--- src/rtl/restoring_divider_seq.sv ---
// Multi-cycle unsigned restoring divider: one subtract-and-shift step per clock
// around a WIDTH+1-bit ripple subtractor, with valid/ready request and valid/ack result.
module restoring_divider_seq #(
  parameter int WIDTH = 4
) (
  input  logic             in_clk,
  input  logic             in_rst_n,
  input  logic             in_valid,
  input  logic [WIDTH-1:0] in_x,
  input  logic [WIDTH-1:0] in_y,
  output logic             out_ready,
  output logic             out_valid,
  input  logic             in_ack,
  output logic [WIDTH-1:0] out_q,
  output logic [WIDTH-1:0] out_r,
  output logic             out_div0
);

  localparam int CW = $clog2(WIDTH);
  localparam logic [CW-1:0] LAST_STEP = CW'(WIDTH - 1);

  typedef enum logic [1:0] {
    IDLE,
    CALC,
    DONE
  } state_e;

  state_e           state_q, state_d;
  logic [CW-1:0]    cnt_q, cnt_d;
  logic [WIDTH-1:0] qreg_q, qreg_d;
  logic [WIDTH-1:0] rem_q, rem_d;
  logic [WIDTH-1:0] dvs_q, dvs_d;
  logic [WIDTH-1:0] res_q_q, res_q_d;
  logic [WIDTH-1:0] res_r_q, res_r_d;
  logic             div0_q, div0_d;

  logic [WIDTH:0]   shifted;
  logic [WIDTH:0]   trial;
  logic             new_bit;

  // Ripple subtract: shifted + ~{0,divisor} + 1, carry threaded bit by bit.
  always_comb begin
    logic [WIDTH:0] b_inv;
    logic           carry;
    shifted = {rem_q, qreg_q[WIDTH-1]};
    b_inv   = ~{1'b0, dvs_q};
    carry   = 1'b1;
    trial   = '0;
    for (int i = 0; i <= WIDTH; i++) begin
      trial[i] = shifted[i] ^ b_inv[i] ^ carry;
      carry    = (shifted[i] & b_inv[i]) | (carry & (shifted[i] ^ b_inv[i]));
    end
  end

  always_comb begin
    // NOTE: every signal assigned here gets a default first so no path leaves it unassigned, which would infer a latch.
    state_d = state_q;
    cnt_d   = cnt_q;
    qreg_d  = qreg_q;
    rem_d   = rem_q;
    dvs_d   = dvs_q;
    res_q_d = res_q_q;
    res_r_d = res_r_q;
    div0_d  = div0_q;
    new_bit = 1'b0;

    unique case (state_q)
      IDLE: begin
        if (in_valid) begin
          if (in_y == '0) begin
            res_q_d = '1;
            res_r_d = in_x;
            div0_d  = 1'b1;
            state_d = DONE;
          end else begin
            qreg_d  = in_x;
            dvs_d   = in_y;
            rem_d   = '0;
            cnt_d   = '0;
            state_d = CALC;
          end
        end
      end
      CALC: begin
        new_bit = ~trial[WIDTH];
        rem_d   = new_bit ? trial[WIDTH-1:0] : shifted[WIDTH-1:0];
        qreg_d  = {qreg_q[WIDTH-2:0], new_bit};
        cnt_d   = cnt_q + 1'b1;
        if (cnt_q == LAST_STEP) begin
          res_q_d = qreg_d;
          res_r_d = rem_d;
          div0_d  = 1'b0;
          state_d = DONE;
        end
      end
      DONE: begin
        if (in_ack) state_d = IDLE;
      end
      default: state_d = IDLE;
    endcase
  end

  // NOTE: sequential state uses non-blocking assignments so every flop samples pre-edge values.
  always_ff @(posedge in_clk) begin
    if (!in_rst_n) begin
      state_q <= IDLE;
      cnt_q   <= '0;
      qreg_q  <= '0;
      rem_q   <= '0;
      dvs_q   <= '0;
      res_q_q <= '0;
      res_r_q <= '0;
      div0_q  <= 1'b0;
    end else begin
      state_q <= state_d;
      cnt_q   <= cnt_d;
      qreg_q  <= qreg_d;
      rem_q   <= rem_d;
      dvs_q   <= dvs_d;
      res_q_q <= res_q_d;
      res_r_q <= res_r_d;
      div0_q  <= div0_d;
    end
  end

  assign out_ready = (state_q == IDLE);
  assign out_valid = (state_q == DONE);
  assign out_q     = res_q_q;
  assign out_r     = res_r_q;
  assign out_div0  = div0_q;

endmodule
--- config.mk ---
export PLATFORM = sky130hd
export DESIGN_NAME = restoring_divider_seq
export DESIGN_NICKNAME = d
export VERILOG_FILES = /design/src/rtl/restoring_divider_seq.sv
export SDC_FILE = /design/constraint.sdc
export NUM_CORES = 1
export LEC_CHECK = 0
export BUFFER_PORTS_ARGS = -buffer_cell sky130_fd_sc_hd__buf_2
export CAP_MARGIN = 20
export CORE_MARGIN = 4
export CORE_UTILIZATION = 35
export DETAILED_ROUTE_END_ITERATION = 7
export GPL_ROUTABILITY_DRIVEN = 1
export PLACE_DENSITY = 0.65
export SYNTH_ARGS = -nofsm -noshare
export SYNTH_HDL_FRONTEND = slang
export SYNTH_SLANG_ARGS = --single-unit
--- constraint.sdc ---
create_clock -name in_clk -period 3.3 [get_ports in_clk]
set_input_delay 0.33 -clock in_clk [delete_from_list [all_inputs] [get_ports in_clk]]
set_output_delay 0.33 -clock in_clk [all_outputs]
set_load 0.01 [all_outputs]
==> out/results.ini <==
[routing]
wl_per_cell_um = 13.23
drt_iter0_drc = 36
ant_nets = 0
vias = 955
drt-total-wl_um = 2540
first_pass_iters = 4
vias_per_cell = 4.974
drc = 0

[cts]
cts-resized-gates = 0
clk_latency_ps = 320
clockBufferDepth = 2
cts-buffers-inserted = 3
cts_hold_buf = 0
clk_pin_slew_ps = 150
root_buffer = clkbuf_4
htree_levels = 1
cts_tree = done
clock_sinks = 25
post-cts-setup-buffer-count = 0

[worst_setup_path]
crit_type = flip-flop to flip-flop
rr_endpoint = out_r[3]$_SDFFE_PN0P_
worstPathCellList = inv_1, ha_1, inv_1, fa_1, inv_1, fa_1, inv_1, fa_1, xor2_1, mux2i_1, and2_1, o22ai_2
reg2reg_depth = 12
required_ps = 3500
max_stage_delay_ps = 540
crit_slowest_cell = xor2_1
cp-end-kind = flip-flop
path_common_cell = inv_1
startpoint_type = flip-flop
arrival_ps = 3030
r2r_start = qreg_q[3]$_SDFFE_PN0P_
critPathMaxFanout = 8
rrSetupSlack_ps = 470

[outcome]
run_status = completed

[timing]
period_share = 0.8578
final.setup.tns_ps = 0
rsz0062_at_grt = no
fin_crit_ps = 2831
hold_viol = 0
fin_ws_ps = 469.2
clock.fmax_mhz = 353.3
worst_slew_pin_slew_ps = 694.5
report.final.slew_viol_count = 0
relSlewSlack = 0.5370
worst_hold_slack_ps = 271.4
finClkSkew_ps = 12.32
setup_viol = 0

[global_route]
grt_overflow = 0
grt_max_degree = 28
antenna_found_initial = 0
grt_use_total = 0.1237
grt_pass1_vias = 974
grt_pass1_wl_um = 4388

[logic_synthesis]
synthTopCellsByArea = dfxtp_1 (41%), mux2i_1 (7.3%), fa_1 (4.9%), nor2b_1 (4.6%), a21oi_1 (3.7%)
syn_area_mm2 = 0.001226
synth_cell_type_count = 32
yosysTopAreaCell = dfxtp_1
synthCells = 128
synth_ff_type = dfxtp_1
syn-mean-instance-area_um2 = 9.580
ys_top_cells_by_count = dfxtp_1 (25), nand2_1 (11), a21oi_1 (9), mux2i_1 (9), nor2b_1 (9)
synth.net_count = 145
synth_warnings = 0
netlist.area_leader.share = 0.4082
yosysSeqAreaShare = 0.4082
ys_ff_latch = 25
synthArstFlopShare = 0
yosysMostFrequentCell = dfxtp_1
synth_edf_count = 0

[power]
max-vdd-ir-drop_mv = 0.3426
powerDensity_mw_per_mm2 = 428.3
p_leak_nw = 0.6006

[placed_design]
dp_hpwl_um = 1845
io_buffers = 22
place_inst = 188
place.gp.congestion = 0.7771
place_area_mm2 = 0.001355
pre_cts_ws_ps = 502.7

[die]
die_y_um = 67.19
die_w_um = 67.19
rows = 21
start_util = 0.3646
die_area_mm2 = 0.004515
io_pins = 23
core_mm2 = 0.003363

[cells_and_area]
layout-drive-gt1-share = 0.2329
layout.nets = 164
fin_cells = 192
antenna_cells = 0
area_delta_synth_final_pct = 12.96
final_area_mm2 = 0.001385

[min_path]
whs_endpoint = out_r[0]$_SDFFE_PN0P_
hold_depth = 3
hp-start = in_x[0]
min_path_type = primary input to flip-flop

[flow_run]
drv_cap = 0

[state kept, by name, indices dropped and copies added, names as in the netlist]
register and count:
rem_q 4, qreg_q 4, state_q 2, out_q 4, dvs_q 4, cnt_q 2
out_r 4, out_div0 1
[power by group]
group	internal, mW	switching (mW)	leakage [nW]
logic	0.0484	0.0699	0.383
registers	0.319	0.0148	0.204
clock network	0.0461	0.0946	0.0139
[area by class of cell]
| type | instances | area, µm² |
|---|---|---|
| multi-input combinational | 88 | 660.6 |
| clock buffer | 3 | 22.52 |
| clock inverter | 1 | 7.507 |
| timing repair buffer | 22 | 110.1 |
| fill | 366 | 1978 |
| inverter | 7 | 26.28 |
| sequential | 25 | 500.5 |
| tap | 46 | 57.56 |
[cell families after synthesis]
family	Yosys count	share of synthesized area
multiplexers	9	0.07347
AO/OA/AOI/OAI	36	0.2245
buffers and inverters	15	0.05306
adder cells (fa/ha/maj)	5	0.06939
AND/OR/NAND/NOR	37	0.1643
XOR/XNOR	1	0.007144
flip-flops	25	0.4082
[placed cells by master, fill, tap and decap left out]
cell type and count:
dfxtp_1 25, buf_2 22, nand2_1 11, nor2b_1 9, a21oi_1 9, mux2i_1 9, inv_1 7, o21ai_0 6
and2_1 6, nor2_1 5, o211ai_1 3, o221a_2 3, fa_1 3, clkbuf_4 3, nand2b_1 2, o21ai_1 2
a31oi_1 2, o2bb2ai_1 2, o211a_1 2, a21boi_0 2, ha_1 2, or4_4 1, nand3b_1 1, o31ai_4 1
xor2_1 1, nor4_1 1, nor3_2 1, o211ai_4 1, o22ai_2 1, o21a_1 1, o22ai_1 1, clkinvlp_4 1
[worst max path at each step]
stage	start	to	slack [ps]	cells after the start
floorplan	qreg_q[3]$_SDFFE_PN0P_	out_r[3]$_SDFFE_PN0P_	800	12
global placement	qreg_q[3]$_SDFFE_PN0P_	out_r[3]$_SDFFE_PN0P_	590	12
detailed placement	qreg_q[3]$_SDFFE_PN0P_	out_r[3]$_SDFFE_PN0P_	500	12
CTS	qreg_q[3]$_SDFFE_PN0P_	out_r[3]$_SDFFE_PN0P_	460	12
global route	qreg_q[3]$_SDFFE_PN0P_	out_r[3]$_SDFFE_PN0P_	300	12
finish	qreg_q[3]$_SDFFE_PN0P_	out_r[3]$_SDFFE_PN0P_	470	12
[metal layers]
layer	track usage	routed length, µm
met5	0	0
met4	0.03797	31
met3	0.02329	130
met2	0.2061	1284
met1	0.1617	1093
[critical path, delay by kind of cell, from the launching register on]
kind | cells | cell delay, ps
AOI/OAI and AO/OA | 1 | 80
buffers and inverters | 4 | 240
adders and majority gates | 4 | 1000
and+or+nand+nor | 1 | 170
DFF | 1 | 350
muxes | 1 | 320
xor gates and xnor gates | 1 | 540
[metrics by stage]
stage	power, mW	utilization
3_5_place_dp	0.4581	0.4029
2_1_floorplan	0.4252	-
5_1_grt	0.6305	0.4118
3_3_place_gp	0.4521	0.4029
4_1_cts	0.6029	0.4118
6_report	0.5932	0.4118
(Power assumes the default switching activity.)
